<file path="src/rtl/phrase_ram_pkg.sv">
// Shared constants and types for the phrase RAM write sequencer and read front-end.
// Optional feature macro: PHRASE_CLEAR_ON_RESET_EN (zero-fill of the whole RAM after reset).
package phrase_ram_pkg;

    localparam int ADDR_W    = 13;
    localparam int DATA_W    = 8;
    localparam int LEN_W     = 7;
    localparam int MEM_DEPTH = 1 << ADDR_W;
    // Counter width able to hold MEM_DEPTH itself (a full-RAM fill or clear).
    localparam int CNT_W     = ADDR_W + 1;

    typedef enum logic [1:0] {
        CLEAR,
        IDLE,
        LOAD,
        FILL
    } wr_state_t;

endpackage

</file>
<file path="src/rtl/phrase_ram_addr_gen.sv">
// Write address generator: base register plus a wrapping offset counter and a
// remaining-byte count. Shared by phrase load, fill and post-reset clear.
module phrase_ram_addr_gen
    import phrase_ram_pkg::*;
#(
    parameter logic [CNT_W-1:0] RST_REMAIN = '0
) (
    input  logic              clock,
    input  logic              reset_n,
    input  logic              load,
    input  logic [ADDR_W-1:0] load_base,
    input  logic [CNT_W-1:0]  load_len,
    input  logic              step,
    output logic [ADDR_W-1:0] addr,
    output logic              last
);

    logic [ADDR_W-1:0] base;
    logic [ADDR_W-1:0] offset;
    logic [CNT_W-1:0]  remain;

    // Load a new transfer, or advance one byte per issued write.
    always_ff @(posedge clock or negedge reset_n) begin
        if (!reset_n) begin
            base   <= '0;
            offset <= '0;
            remain <= RST_REMAIN;
        end else if (load) begin
            base   <= load_base;
            offset <= '0;
            remain <= load_len;
        end else if (step && (remain != '0)) begin
            offset <= offset + ADDR_W'(1);
            remain <= remain - CNT_W'(1);
        end
    end

    // Sum truncates to ADDR_W bits, so 8191 + 1 wraps to address 0.
    assign addr = base + offset;
    assign last = (remain == CNT_W'(1));

endmodule

</file>
<file path="src/rtl/phrase_ram_ctrl.sv">
// Phrase RAM controller: serialises the phrase loader and the fill engine onto
// the single RAM write port and passes display reads through with fixed latency.
// Optional feature macro: PHRASE_CLEAR_ON_RESET_EN -- when defined, reset enters
// CLEAR and zero-fills every address before accepting loads or fills.
module phrase_ram_ctrl
    import phrase_ram_pkg::*;
(
    input  logic                clock,
    input  logic                reset_n,
    input  logic                ld_start,
    input  logic [ADDR_W-1:0]   ld_base,
    input  logic [LEN_W-1:0]    ld_len,
    input  logic [DATA_W-1:0]   ld_byte,
    input  logic                ld_valid,
    output logic                ld_ready,
    input  logic                fill_start,
    input  logic [ADDR_W-1:0]   fill_base,
    input  logic [ADDR_W:0]     fill_len,
    input  logic [DATA_W-1:0]   fill_byte,
    output logic                wr_busy,
    output logic                wr_done,
    input  logic                rd_req,
    input  logic [ADDR_W-1:0]   rd_addr,
    output logic                rd_valid,
    output logic [DATA_W-1:0]   rd_data,
    output logic                ram_en,
    output logic                ram_we,
    output logic [ADDR_W-1:0]   ram_addr_wr,
    output logic [ADDR_W-1:0]   ram_addr_rd,
    output logic [DATA_W-1:0]   ram_din,
    input  logic [DATA_W-1:0]   ram_dout
);

`ifdef PHRASE_CLEAR_ON_RESET_EN
    localparam wr_state_t        RST_STATE  = CLEAR;
    localparam logic [CNT_W-1:0] RST_REMAIN = CNT_W'(MEM_DEPTH);
`else
    localparam wr_state_t        RST_STATE  = IDLE;
    localparam logic [CNT_W-1:0] RST_REMAIN = '0;
`endif

    wr_state_t         state;
    logic              ld_go;
    logic              fill_go;
    logic              wr_fire;
    logic              ag_load;
    logic              ag_last;
    logic [ADDR_W-1:0] ag_base;
    logic [CNT_W-1:0]  ag_len;
    logic [ADDR_W-1:0] ag_addr;
    logic [DATA_W-1:0] fill_val;
    logic              rd_vld_p1;

    // Load wins over fill when both start in the same IDLE cycle.
    assign ld_go   = (state == IDLE) && ld_start;
    assign fill_go = (state == IDLE) && !ld_start && fill_start;
    assign ag_base = ld_go ? ld_base : fill_base;
    assign ag_len  = ld_go ? CNT_W'(ld_len) : fill_len;
    assign ag_load = (ld_go || fill_go) && (ag_len != '0);

    // A RAM write is issued this cycle.
    assign wr_fire = (state == CLEAR) || (state == FILL) || ((state == LOAD) && ld_valid);

    // LOAD is only ever occupied while bytes remain, so ready follows the state.
    assign ld_ready = (state == LOAD);
    assign wr_busy  = (state != IDLE);

    phrase_ram_addr_gen #(
        .RST_REMAIN (RST_REMAIN)
    ) u_addr_gen (
        .clock     (clock),
        .reset_n   (reset_n),
        .load      (ag_load),
        .load_base (ag_base),
        .load_len  (ag_len),
        .step      (wr_fire),
        .addr      (ag_addr),
        .last      (ag_last)
    );

    // Fill value is captured at start so the requester may change fill_byte afterwards.
    always_ff @(posedge clock) begin
        if (fill_go) begin
            fill_val <= fill_byte;
        end
    end

    // Write sequencer FSM with registered RAM write-side outputs.
    always_ff @(posedge clock or negedge reset_n) begin
        if (!reset_n) begin
            state       <= RST_STATE;
            wr_done     <= 1'b0;
            ram_we      <= 1'b0;
            ram_addr_wr <= '0;
            ram_din     <= '0;
        end else begin
            wr_done <= 1'b0;
            ram_we  <= wr_fire;
            case (state)
                CLEAR: begin
                    ram_addr_wr <= ag_addr;
                    ram_din     <= '0;
                    if (ag_last) begin
                        state <= IDLE;
                    end
                end
                IDLE: begin
                    if (ld_go || fill_go) begin
                        if (ag_len == '0) begin
                            wr_done <= 1'b1;
                        end else begin
                            state <= ld_go ? LOAD : FILL;
                        end
                    end
                end
                LOAD: begin
                    if (ld_valid) begin
                        ram_addr_wr <= ag_addr;
                        ram_din     <= ld_byte;
                        if (ag_last) begin
                            state   <= IDLE;
                            wr_done <= 1'b1;
                        end
                    end
                end
                FILL: begin
                    ram_addr_wr <= ag_addr;
                    ram_din     <= fill_val;
                    if (ag_last) begin
                        state   <= IDLE;
                        wr_done <= 1'b1;
                    end
                end
                default: state <= IDLE;
            endcase
        end
    end

    // Read front-end: address out on the request edge, data captured one edge later.
    always_ff @(posedge clock or negedge reset_n) begin
        if (!reset_n) begin
            ram_en      <= 1'b0;
            ram_addr_rd <= '0;
            rd_vld_p1   <= 1'b0;
            rd_valid    <= 1'b0;
            rd_data     <= '0;
        end else begin
            ram_en    <= wr_fire || rd_req;
            rd_vld_p1 <= rd_req;
            rd_valid  <= rd_vld_p1;
            if (rd_req) begin
                ram_addr_rd <= rd_addr;
            end
            if (rd_vld_p1) begin
                rd_data <= ram_dout;
            end
        end
    end

endmodule
</file>
<file path="config.mk">
export PLATFORM = sky130hd
export DESIGN_NAME = phrase_ram_ctrl
export DESIGN_NICKNAME = d
export VERILOG_FILES = /design/src/rtl/phrase_ram_pkg.sv /design/src/rtl/phrase_ram_addr_gen.sv /design/src/rtl/phrase_ram_ctrl.sv
export SDC_FILE = /design/constraint.sdc
export NUM_CORES = 1
export LEC_CHECK = 0
export CAP_MARGIN = 10
export CORE_MARGIN = 1
export CORE_UTILIZATION = 40
export DETAILED_ROUTE_END_ITERATION = 10
export GPL_TIMING_DRIVEN = 0
export PLACE_DENSITY = 0.68
export SYNTH_ARGS = -nofsm -noshare
export SYNTH_HDL_FRONTEND = slang
export SYNTH_HIERARCHICAL = 1
export SYNTH_SLANG_ARGS = --single-unit
</file>
<file path="constraint.sdc">
create_clock -name clock -period 4.3 [get_ports clock]
set_clock_uncertainty 0.1 [all_clocks]
set_input_delay 0.645 -clock clock [delete_from_list [all_inputs] [get_ports clock]]
set_output_delay 0.645 -clock clock [all_outputs]
set_load 0.01 [all_outputs]
</file>
==> metrics.md, run 1 <==
| Metric | Value |
|---|---|
| TritonRoute pass-1 iters | 4 |
| CTS hold repair buffers | 0 |
| WHS | 0.1778 ns |
| CP max FO | 10 |
| Net count after synthesis | 563 |
| Final Core Density | 0.5718 |
| RSZ-0062 raised after global routing | false |
| Final wirelength | 11770 um |
| Routability cong. | 0.8291 |
| Post-CTS setup buffers | 0 |
| Outcome | finished clean |
| Critical path endpoint category | flop |
| Leak | 2.853 nW |
| Synth Area in Adders | 0.05320 |
| DR vias/cell | 5.161 |
| PortBufs | 137 |
| Total power | 4.171 mW |
| Yosys reg bits | 97 |
| Worst Path Arrival | 3.44 ns |
| Nets | 712 |
| Post-synth ARST share | 0.9175 |
| Sequential area share after synthesis | 0.4860 |
| Vias in the first global route | 4174 |
| Pre-CTS setup slack | 0.6183 ns |
| Clock sink count | 97 |
| Non-Filler Instances | 774 |
| Clk network pwr share | 0.192 |
| Post-synthesis compound-gate area fraction | 0.1005 |
| R2R Path End | u_addr_gen/base[4] |
| # IOs | 138 |
| Die H | 114.7 um |
| Count of different cell masters after synthesis | 53 |
| DR DRC count | 0 |
| Worst-Margin Slew | 0.7071 ns |
| CTS tree | built |
| Iter 0 DRT Violations | 179 |
| Psw | 1.514 mW |
| Mean Syn Cell Area | 11.24 sq um |
| R2R depth | 9 |
| Synth Cell Area | 5080 sq um |
| First-pass GRT wire length | 19530 um |
| Net Sw Frac | 0.3630 |
| Max-Cap Viols | 0 |
| Root buf cell | clkbuf_16 |
| Starting Density | 0.4160 |
| Max VDD drop | 0.0004643 V |
| Die area | 13150 sq um |
| Internal power | 2.657 mW |
| EDFF count, synth | 8 |
| Hold WC Path Type | in -> async |
| Max clock buf depth | 2 |
| Initial antenna violation count | 0 |
| Reg area | 2469 sq um |
| Max H-tree Level | 3 |
| Worst rel slew slack | 0.5286 |
| Routed via count | 3995 |
| Fmax | 301.7 MHz |
| Crit Path Class | in -> reg |
| Placed Instances | 758 |
| Die width | 114.7 um |
| Worst setup margin | 0.9856 ns |
| Final Cell Area | 6983 sq um |
| XOR/XNOR share of the synthesized area | 0.05172 |
| Critical Path Start Type | input pin |
| Setup_tns | 0 ns |
| # fillers | 1103 |
| Post-CTS sizing | 0 |
| Gr usage total | 0.1918 |
| Pwr/cell area | 597.3 nW/um^2 |
| Largest net degree at the start of global routing | 51 |
| Final Hold Viols | 0 |
| CTS buffer count | 9 |
| Reg2Reg Setup Slack | 1.02 ns |
| Setup violation total in the final timing report | 0 |
| CTS clk-pin slew, worst paths | 0.06 ns |
| Share of layout cells above drive strength 1 | 0.1106 |
| Largest family of logic cells by synthesized area | multiplexers |
| Fin. max-slew vios | 0 |
| Worst r2r src | state[0] |
| Area occupied by multi-input gates | 2492 sq um |
| Sequential power share | 0.347 |
| Synth Flop Type | dfrtp_1 |
| Final ANT Viol Nets | 0 |
| Yosys warns | 6 |
| Placed cell areas | 6686 sq um |
| Synth Instances | 452 |
| Worst-skew pair later-pin latency | 0.34 ns |
| Avg WL per Cell | 15.21 um |
| Multiplexer share of the synthesized area | 0.1547 |
| Fin crit period | 3.314 ns |
| Diode count | 0 |
| Core outline area | 12210 sq um |
| Post-Synth Simple-Gate Area | 0.1305 |
| Total grt overflow | 0 |
| Worst path required time | 4.43 ns |
| Hpwl dp | 8917 um |
| Gate power share | 0.461 |
| # rows | 40 |
| Fin crit share | 0.7708 |
| P&R area growth vs syn | 37.46% |
worst max-delay path by stage:
stage	slack (ns)	endpoint	depth (start not counted)	from
4_1_cts	0.96	u_addr_gen/base[3]	9	state[0]
2_1_floorplan	1.63	ram_addr_wr[12]	8	u_addr_gen/offset[0]
5_1_grt	0.74	u_addr_gen/offset[10]	10	state[0]
3_3_place_gp	-0.78	u_addr_gen/remain[12]	1	reset_n
3_5_place_dp	0.62	u_addr_gen/base[3]	9	ld_start
6_report	0.99	u_addr_gen/base[4]	8	ld_start
flip-flops by register name, summed over array words and instances (netlist names), 2 cells and up:
| name | flops |
|---|---|
| fill_val | 8 |
| ram_addr_rd | 13 |
| ram_addr_wr | 13 |
| ram_din | 8 |
| rd_data | 8 |
| state | 2 |
| u_addr_gen/base | 13 |
| u_addr_gen/offset | 13 |
| u_addr_gen/remain | 14 |
cell families after synthesis:
group,count (synthesis)
fa+ha+maj,21
xor+xnor,30
buf+inv,27
flops,97
simple gates,130
mux,70
compound gates,77
power by group through the flow:
stage	combinational [mW]	clock (mW)	sequential [mW]
after floorplan	1.21	0	1.48
after global placement	1.87	0	1.45
after detailed placement	1.94	0	1.46
after CTS	1.95	0.830	1.45
after global routing	2.13	0.870	1.49
final	1.92	0.801	1.45
cell type report:
| class | instances | share of cell area |
|---|---|---|
| clock inverters | 7 | 0.01021 |
| repair buffers | 138 | 0.2000 |
| flip-flops and latches | 97 | 0.3535 |
| multi-input cells | 328 | 0.3569 |
| plain buffers | 18 | 0.01218 |
| inverters | 9 | 0.004838 |
| clock buffers | 9 | 0.03225 |
| well taps | 168 | 0.03010 |
critical path, stage by stage:
cell,delay (ns)
clkdlybuf4s50_1,0.52
and4bb_1,0.26
a22oi_1,0.39
a21oi_1,0.15
nor2_1,0.12
clkbuf_1,0.33
buf_1,0.59
mux2_2,0.41
cell usage after synthesis, drive strengths merged, types with 2 or more instances:
cell / number / area [sq um]
dfrtp: 88 / 2202
nor4: 3 / 25.02
edfxtp: 8 / 240.2
mux2i: 2 / 20.02
or3: 8 / 55.05
inv: 9 / 33.78
xnor2: 25 / 219.0
nor2: 25 / 93.84
and2: 7 / 43.79
nand2b: 3 / 18.77
a21o: 4 / 30.03
mux2: 68 / 765.7
buf: 9 / 51.30
a2111oi: 3 / 26.28
and3: 5 / 31.28
o21ai: 29 / 145.1
a22oi: 9 / 67.56
a21oi: 15 / 75.07
clkbuf: 9 / 33.78
nand3: 12 / 60.06
a311oi: 2 / 17.52
nand4: 4 / 25.02
o211a: 2 / 20.02
xor2: 5 / 43.79
ha: 20 / 250.2
a2111o: 2 / 22.52
nor3: 14 / 70.07
nand2: 38 / 145.1
a211oi: 4 / 30.03
a221oi: 2 / 17.52
and4: 3 / 26.28
nor3b: 2 / 15.01
placed cells by master, fill, tap and decap left out, types with 14 or more instances in the layout:
cell type	count
clkdlybuf4s50_1	136
dfrtp_1	88
nand2_1	37
mux2_2	35
mux2_1	33
nor2_1	25
xnor2_1	25
ha_1	20
o21ai_1	17
a21oi_1	15
nor3_1	14
metal layers:
metal	up-vias	routed length, um	track usage
met1	1949	4897	0.2325
met3	9	652	0.05135
li1	1925	-	-
met5	-	0	0
met4	0	111	0.05628
met2	112	6111	0.3333
(Power assumes the default switching activity.)
==> run 2, diff against run 1 <==
--- a/config.mk
+++ b/config.mk
@@ -10,7 +10,7 @@
 export CORE_UTILIZATION = 40
 export DETAILED_ROUTE_END_ITERATION = 10
 export GPL_TIMING_DRIVEN = 0
-export PLACE_DENSITY = 0.68
+export PLACE_DENSITY = 0.71
 export SYNTH_ARGS = -nofsm -noshare
 export SYNTH_HDL_FRONTEND = slang
 export SYNTH_HIERARCHICAL = 1
==> constraint.sdc (replaced) <==
create_clock -name clock -period 2.77 [get_ports clock]
set_clock_uncertainty 0.1 [all_clocks]
set_input_delay 0.4155 -clock clock [delete_from_list [all_inputs] [get_ports clock]]
set_output_delay 0.4155 -clock clock [all_outputs]
set_load 0.01 [all_outputs]
==> run 2 against run 1 <==
Core utilization increased by 0.89 points. Global-route usage grew 0.36 points. Non-clock buffer count grew 5. Worst hold slack improved by 0.096 ns. Sequential share of layout area fell by 0.54 points. Final area rose by 1.6%.
==> metrics.md, run 2 (synthesized netlist as in run 1, its figures left out) <==
| Metric | Value |
|---|---|
| Core outline area | 12210 sq um |
| Vias in the first global route | 4220 |
| Most frequent cells in the layout | clkdlybuf4s50_1, dfrtp_1, nand2_1 |
| Root buf cell | clkbuf_16 |
| Initial antenna violation count | 0 |
| P&R area growth vs syn | 39.61% |
| CTS buffer count | 9 |
| Total power | 6.566 mW |
| # rows | 40 |
| Reg with most FFs | u_addr_gen/remain |
| Critical path endpoint category | flop |
| Max-Cap Viols | 0 |
| Die H | 114.7 um |
| Commonest non-fill, non-tap cell in the layout | clkdlybuf4s50_1 |
| Max reg flops | 14 |
| Worst Path Arrival | 2.80 ns |
| HP Start | rd_vld_p1 |
| Hold WC Path Type | reg -> reg |
| Clock sink count | 97 |
| Max H-tree Level | 3 |
| Crit path launch | u_addr_gen/offset[0] |
| Avg WL per Cell | 15.51 um |
| Die area | 13150 sq um |
| Crit Path Class | reg -> reg |
| Starting Density | 0.4160 |
| Final Hold Viols | 0 |
| Final ANT Viol Nets | 0 |
| Fin. max-slew vios | 0 |
| Diode count | 0 |
| Nets | 717 |
| Share of layout cells above drive strength 1 | 0.1408 |
| Fin crit share | 0.9666 |
| Total grt overflow | 0 |
| Placed cell areas | 6686 sq um |
| Outcome | finished clean |
| Pre-CTS setup slack | -0.6425 ns |
| CP max FO | 3 |
| CTS clk-pin slew, worst paths | 0.07 ns |
| Worst setup margin | 0.09242 ns |
| CTS tree | built |
| Final wirelength | 12080 um |
| Hpwl dp | 9046 um |
| Reg area | 2469 sq um |
| Worst-skew pair later-pin latency | 0.34 ns |
| Routability cong. | 0.8331 |
| Gr usage total | 0.1954 |
| DR DRC count | 0 |
| Max clock buf depth | 2 |
| Die width | 114.7 um |
| Worst-Margin Slew | 0.6076 ns |
| Fmax | 373.5 MHz |
| Largest net degree at the start of global routing | 55 |
| First-pass GRT wire length | 20070 um |
| Worst path required time | 2.90 ns |
| Area occupied by multi-input gates | 2554 sq um |
| PortBufs | 137 |
| Critical Path Start Type | flop |
| Iter 0 DRT Violations | 183 |
| Leak | 2.910 nW |
| Max VDD drop | 0.0005301 V |
| Worst r2r src | u_addr_gen/offset[0] |
| Final Cell Area | 7092 sq um |
| Worst rel slew slack | 0.5934 |
| TritonRoute pass-1 iters | 4 |
| DR vias/cell | 5.182 |
| Setup violation total in the final timing report | 0 |
| Pwr/cell area | 925.9 nW/um^2 |
| Routed via count | 4037 |
| # fillers | 1074 |
| Fin crit period | 2.678 ns |
| # IOs | 138 |
run 2: cell count changes in the layout (fill, tap and decap cells not counted), moves of 3 or more:
cell,change
clkbuf_2,+3
buf_4,+5
clkinv_4,+3
clkinvlp_4,-3
clkbuf_1,-5
run 2: worst paths after layout:
check / end / slack, ns / cells past startpoint
worst max-delay path: ram_addr_wr[12] / 0.09 / 8
worst min-delay path: rd_valid / 0.27 / 0
worst max register to register: ram_addr_wr[12] / 0.09 / 8
worst min register to register: rd_valid / 0.27 / 0
max in group asynchronous: state[0] / 1.42 / 3
min in group asynchronous: u_addr_gen/remain[0] / 0.47 / 2
run 2: metrics by stage:
stage	cells	utilization	hold WS, ns	setup TNS (ns)
floorplan	452	-	0.01991	0
global route	779	0.5807	0.3075	-0.0006346
detailed placement	758	0.5475	0.2615	-15.96
CTS	776	0.5758	0.2772	0
finish	779	0.5807	0.2742	0
global placement	757	0.5455	0.2605	-198.67
run 2: power breakdown:
group	switching, mW	leakage, nW	internal, mW	total (mW)
clock	0.590	0.142	0.629	1.22
sequential	0.333	1.15	1.91	2.25
combinational	1.54	1.62	1.56	3.10
total	2.46	2.91	4.11	6.57
run 2: critical path, cell delays in order (launching register included):
cell      delay, ns
dfrtp_1        0.39
ha_1           0.23
fa_1           0.42
a21o_1         0.24
a221oi_4       0.34
o21ai_4        0.12
a311oi_2       0.32
xnor2_1        0.11
mux2_1         0.30
run 2: layout make-up:
type                    count  area share
inverters                   9    0.004764
repair buffers            143      0.2025
clock inverters             7    0.008998
well taps                 168     0.02964
flip-flops and latches     97      0.3481
clock buffers               9     0.03176
multi-input cells         328      0.3601
plain buffers              18     0.01411
run 2: what timing repair did:
action                     4_1_cts  5_1_grt
resized for setup               11       17
hold buffers                     1        0
pin swaps                        1        3
setup endpoints to repair       39       36
cloned                           0        0
hold endpoints to repair        35        0
buffers inserted                 1        3
run 2: routing by layer:
layer,track usage,routed length [um],up-vias
met2,0.3402,6100,106
met4,0.06840,261,0
met3,0.04023,545,23
met1,0.2401,5176,1964
li1,-,-,1944
met5,0,0,-
